--- src/rtl/reg_file_2r1w.sv ---
// Architectural register bank: DEPTH x WIDTH flip-flop entries, one
// byte-masked write port and two independent registered read ports with
// write-first bypass. Entry 0 can be hardwired to zero.
module reg_file_2r1w #(
  parameter int WIDTH    = 32,
  parameter int DEPTH    = 32,
  parameter int ADDR_W   = 5,
  parameter int ZERO_REG = 1
) (
  input  logic                Clock,
  input  logic                Reset,
  input  logic                WE,
  input  logic [ADDR_W-1:0]   WAddr,
  input  logic [WIDTH-1:0]    WData,
  input  logic [WIDTH/8-1:0]  WMask,
  input  logic                RE0,
  input  logic [ADDR_W-1:0]   RAddr0,
  output logic [WIDTH-1:0]    RData0,
  input  logic                RE1,
  input  logic [ADDR_W-1:0]   RAddr1,
  output logic [WIDTH-1:0]    RData1
);

  localparam int LANES = WIDTH / 8;

  // Parameter sanity: any violation stops elaboration.
  if ((WIDTH % 8) != 0 || WIDTH < 8) begin : g_bad_width
    $error("reg_file_2r1w: WIDTH must be a positive multiple of 8");
  end
  if (DEPTH < 2 || DEPTH > 256) begin : g_bad_depth
    $error("reg_file_2r1w: DEPTH must be in 2..256");
  end
  if (ADDR_W > 8 || ADDR_W < $clog2(DEPTH)) begin : g_bad_addr
    $error("reg_file_2r1w: ADDR_W must satisfy clog2(DEPTH) <= ADDR_W <= 8");
  end

  logic [WIDTH-1:0] mem [DEPTH];

  logic             wr_ok;
  logic [WIDTH-1:0] wr_old;
  logic [WIDTH-1:0] wr_merged;

  // True when the address names a physical entry.
  function automatic logic addr_in_range(input logic [ADDR_W-1:0] a);
    return (9'(a) < 9'(DEPTH));
  endfunction

  // True when the address is the hardwired-zero entry.
  function automatic logic addr_is_zero_reg(input logic [ADDR_W-1:0] a);
    return (ZERO_REG != 0) && (a == '0);
  endfunction

  // Mux lookup over the entries; out-of-range addresses return 0. Looping
  // over DEPTH avoids indexing the array with a wider-than-needed address.
  function automatic logic [WIDTH-1:0] entry_lookup(input logic [ADDR_W-1:0] a);
    logic [WIDTH-1:0] v;
    v = '0;
    for (int i = 0; i < DEPTH; i++) begin
      if (a == ADDR_W'(i)) v = mem[i];
    end
    return v;
  endfunction

  // Value a read port loads this edge: zero entry and out-of-range read as 0,
  // a same-address write forwards the merged word.
  function automatic logic [WIDTH-1:0] read_value(input logic [ADDR_W-1:0] a);
    logic [WIDTH-1:0] v;
    if (!addr_in_range(a) || addr_is_zero_reg(a)) begin
      v = '0;
    end else if (wr_ok && (a == WAddr)) begin
      v = wr_merged;
    end else begin
      v = entry_lookup(a);
    end
    return v;
  endfunction

  // Write qualification and byte-lane merge of new data over the old entry.
  always_comb begin
    wr_ok     = WE && addr_in_range(WAddr) && !addr_is_zero_reg(WAddr);
    wr_old    = entry_lookup(WAddr);
    wr_merged = wr_old;
    for (int b = 0; b < LANES; b++) begin
      if (WMask[b]) wr_merged[b*8 +: 8] = WData[b*8 +: 8];
    end
  end

  // Entry storage: reset clears everything, otherwise commit the merged word.
  always_ff @(posedge Clock) begin
    if (Reset) begin
      for (int i = 0; i < DEPTH; i++) mem[i] <= '0;
    end else if (wr_ok) begin
      for (int i = 0; i < DEPTH; i++) begin
        if (WAddr == ADDR_W'(i)) mem[i] <= wr_merged;
      end
    end
  end

  // Read port 0 output register; holds when not enabled.
  always_ff @(posedge Clock) begin
    if (Reset) begin
      RData0 <= '0;
    end else if (RE0) begin
      RData0 <= read_value(RAddr0);
    end
  end

  // Read port 1 output register; holds when not enabled.
  always_ff @(posedge Clock) begin
    if (Reset) begin
      RData1 <= '0;
    end else if (RE1) begin
      RData1 <= read_value(RAddr1);
    end
  end

endmodule

--- config.mk ---
export PLATFORM = sky130hd
export DESIGN_NAME = reg_file_2r1w
export DESIGN_NICKNAME = d
export VERILOG_FILES = /design/src/rtl/reg_file_2r1w.sv
export SDC_FILE = /design/constraint.sdc
export NUM_CORES = 2
export LEC_CHECK = 0
export ABC_AREA = 1
export CAP_MARGIN = 20
export CORE_MARGIN = 1
export CORE_UTILIZATION = 35
export CTS_CLUSTER_DIAMETER = 30
export CTS_CLUSTER_SIZE = 24
export DETAILED_ROUTE_END_ITERATION = 10
export PLACE_DENSITY = 0.59
export SLEW_MARGIN = 25
export SYNTH_ARGS = -nofsm -noshare
export SYNTH_HDL_FRONTEND = slang
export SYNTH_SLANG_ARGS = --single-unit
--- constraint.sdc ---
create_clock -name Clock -period 9.1 [get_ports Clock]
set_input_delay 2.73 -clock Clock [delete_from_list [all_inputs] [get_ports Clock]]
set_output_delay 2.73 -clock Clock [all_outputs]
set_load 0.005 [all_outputs]
======== After elaboration in Yosys (flattened, before gate mapping) ========
Memories as Yosys holds them, arrays and structs flattened.
Cells that the tools add are included.
operators by class
  add/sub/neg operators ................... 0
  multiply operators ...................... 0
  div/mod/pow operators ................... 0
  $lt $le $gt $ge ......................... 0
  eq/ne operators ......................... 95
  shift operators ......................... 0
  multiplexer cells ....................... 264
  bitwise logic cells ..................... 32
  reductions and logical operators ........ 7
operator list
  kind                count
  $mux 32             130
  $eq 5x5->1 const B  48
  $mux 1              130
  $eq 5x4->1 const B  24
  $eq 5x3->1 const B  12
  $mux 8              4
  $or 1x1->1          32
  $eq 5x2->1 const B  6
  $eq 5x1->1 const B  3
  $logic_not 5->1     3
  $eq 5x5->1          2
  $logic_and 1x1->1   3
  $logic_not 1->1     1
storage, ports and cells
  register bits after elaboration ......... 64
  latch bits .............................. 0
  RAM bits ................................ 1,024
  bits in read-only memories .............. 0
  input bits .............................. 56
  output and inout port bits .............. 64
  logic and storage cells ................. 401
  memories ................................ 1
memories
  memory  words  bits a word  read ports  clocked after memory_dff  wr ports  RTL line  source
  mem     32     32           32          0                         32        37        logic [WIDTH-1:0] mem [DEPTH];

======== Logic depth before layout (Yosys ltp) ========
  word-level depth ........................ 36
  mapped depth ............................ 29

======== Worst setup path before layout ========
OpenSTA, ideal clock, no wires.
  path type ............................... input -> register
  start point ............................. input WAddr[4]
  end point ............................... memory mem[26][0] (netlist: mem[1][320]) (enable)
  library setup time ...................... 466 ps
  arrival ................................. 6,221 ps
  required time ........................... 8,634 ps
  slack ................................... 2,413 ps
  cell stages on the path ................. 8
  path buffers ............................ 4
  cells stage by stage .................... buf_6 > inv_2 > buf_4 > buf_2 > nor2_1 > inv_1 > clkbuf_1 > o21ai_0
RTL lines
  element          RTL line  source
  start, declared  13        input logic [ADDR_W-1:0] WAddr,
  end, declared    37

==> summary.md <==
| Metric | Value |
|---|---|
| Clock slew at reported path FFs | `40 ps` |
| Post-synthesis sequential area ratio | `0.5217` |
| CP required | `9650 ps` |
| Main synth FF type | `edfxtp_1` |
| Final setup viols | `0` |
| Fmax | `126.0 MHz` |
| Synth warn | `0` |
| H-Tree Depth | `5` |
| Final Hold Fails | `0` |
| DR vias/cell | `5.870` |
| Switching share of power | `0.2645` |
| Total Routing Usage GR | `0.3740` |
| PD cells | `243.7 mW/mm2` |
| Core ar. | `0.1740 mm2` |
| Final Cycle Share | `0.8718` |
| WP data arrival | `8480 ps` |
| Max Slew Vio Count | `0` |
| Fin nets | `8436` |
| Power Internal | `13800 uW` |
| Count of input and output buffers | `119` |
| Clock Sink Count | `1088` |
| Area growth syn-to-layout | `25.38%` |
| Cts hold-fix bufs | `0` |
| Critical Path Source Type | `input pin` |
| Status | `finished, final reports clean` |
| Yosys cell types | `41` |
| Final Skew | `79.33 ps` |
| Pre-Repair DR Iteration Count | `8` |
| Chip height | `420.8 um` |
| Number of flops mapped to enable cells by yosys | `1024` |
| Root Driver | `clkbuf_16` |
| Final min period | `7934 ps` |
| Hold WC Path Type | `flip-flop to flip-flop` |
| Worst setup EP type | `flip-flop` |
| Worst Tran Pin Value | `1215 ps` |
| Final cell count without fillers | `10940` |
| Post-Syn Instances | `7993` |
| Avg Inst Size Synth | `7.681 um2` |
| Synthesized area | `0.06139 mm2` |
| RSZ-0062 raised after global routing | `false` |
| Final wirelength | `338.5 mm` |
| Synth top area cells | `edfxtp_1 (50%), nand2_1 (16%), nor2_1 (9.3%)` |
| Initial antenna violation count | `25` |
| Setup bufs post-CTS | `0` |
| Pin count of the biggest net entering global routing | `56` |
| Max-cap violations | `0` |
| Global route total overflow | `0` |
| P_leak | `0.03027 uW` |
| Clock buffer depth | `4` |
| Starting Density | `0.3528` |
| WL per Instance | `30.93 um` |
| Synth cell count leaders | `nand2_1 (2584), nor2_1 (1528), edfxtp_1 (1024)` |
| Clock share of power | `0.578` |
| Antenna violation net count after detailed routing | `0` |
| Num CTS Buffers | `309` |
| Setup slack, reg-to-reg | `4670 ps` |
| DR vias | `64240` |
| Share of power burned in registers | `0.325` |
| Die width | `420.8 um` |
| Row cnt | `153` |
| Starting DRT DRC Count | `10870` |
| Sum Neg Setup Slack | `0 ps` |
| CTS tree | `built` |
| Skew-Pair Late Insertion Delay | `940 ps` |
| Synth async-reset ratio | `0` |
| Max-slew headroom | `0.1894` |
| #FFs+latches synth | `1088` |
| DRC | `0` |
| Peak VDD IR | `0.1712 mV` |
| GPL Wtd Cong | `1.090` |
| Psw | `4960 uW` |
| Maximum fanout along the worst path | `14` |
| Combinational share of power | `0.097` |
| First-pass GRT wire length | `460.2 mm` |
| Post-CTS sizing | `0` |
| Number of global-route vias before repair | `58340` |
| Top-count cell post-synth | `nand2_1` |
| IO Count | `120` |
| HPWL after DPL | `235.4 mm` |
| Setup Crit Path Kind | `input pin to flip-flop` |
| Top-area cell type share of the netlist area | `0.5009` |
| Layout cells sized above 1 | `0.1258` |
| Die footprint | `0.1771 mm2` |
| Number of instances in the placed design | `10390` |
| Synth area leader | `edfxtp_1` |
## placed cells by master (no fill, tap or decap), types with 141 or more instances in the layout
| cell type | count |
|---|---|
| nand2_1 | 2582 |
| nand3_1 | 257 |
| o21ai_0 | 141 |
| nand4_1 | 570 |
| buf_4 | 307 |
| nor2_1 | 1484 |
| a21oi_1 | 292 |
| clkbuf_16 | 318 |
| edfxtp_1 | 1024 |
| inv_1 | 733 |
## stage by stage
| stage | setup slack (ps) | cell area [um2] | hold WS [ps] | utilization | power, uW |
|---|---|---|---|---|---|
| 4_1_cts | 1378 | 76930 | 466.9 | 0.4421 | 18610 |
| 3_5_place_dp | 419.8 | 66700 | 457.8 | 0.3833 | 7848 |
| 6_report | 1166 | 76970 | 466.5 | 0.4423 | 18760 |
| 5_1_grt | 1077 | 76940 | 486.0 | 0.4422 | 19060 |
| 2_1_floorplan | 2413 | 61510 | 460.1 | - | 6874 |
| 3_3_place_gp | 453.0 | 66690 | 457.9 | 0.3832 | 7839 |
## layer usage
layer  up-vias  GRT usage  share of wire
met4        22     0.2887          0.094
li1      26940          -              -
met1     29950     0.4600           0.35
met2      5839     0.5343           0.41
met5         -   0.005467        0.00081
met3      1496     0.1295           0.14
## critical path: stages
cell and delay (ps):
clkdlybuf4s50_1 1080, inv_2 120, nor2_4 300, nand2_1 160
nor2_2 680, inv_1 490, or2_2 410, nand2_1 100
nand4_1 110, nor2_1 190, nand4_1 150, nand2_1 130
nand4_1 130, nor2_1 140, nand4_1 100, nor2_1 120
nand4_1 100, nor2_1 100, nand3_1 130, nand3_1 510
inv_1 440
## kinds of logic after synthesis
kind of cell / after synthesis / synth area share
xor gates and xnor gates: 7 / 0.0009987
other: 1 / 0.00006108
AOI/OAI and AO/OA: 508 / 0.04300
buffers and inverters: 1200 / 0.07700
and+or+nand+nor: 5189 / 0.3572
DFF: 1088 / 0.5217
## final cells by class
class / instances / area [um2]
clock buffers: 353 / 8109
inverters: 810 / 3045
well taps: 2325 / 2909
fillers: 16870 / 97040
flip-flops and latches: 1088 / 32030
clock inverters: 184 / 2120
diodes: 13 / 32.53
repair buffers: 435 / 3676
multi-input cells: 5736 / 25050
## power by group through the flow
stage | Clock (uW) | Combinational (uW) | Sequential [uW]
floorplan | 0 | 792 | 6080
global route | 11100 | 1840 | 6120
global placement | 0 | 1680 | 6150
detailed placement | 0 | 1690 | 6160
CTS | 10800 | 1690 | 6080
finish | 10800 | 1810 | 6090
## registers in the layout, indices dropped and copies added (netlist names)
register  cells
mem        1024
RData0       32
RData1       32
## final timing paths
path / from / to / cells after the start
worst min register to register: RData0[29] / RData0[29] / 2
worst max-delay path: WAddr[0] / mem[1][161] / 21
worst max register to register: mem[0][100] / RData0[4] / 23
worst min-delay path: RData0[29] / RData0[29] / 2
(Power assumes the default switching activity.)
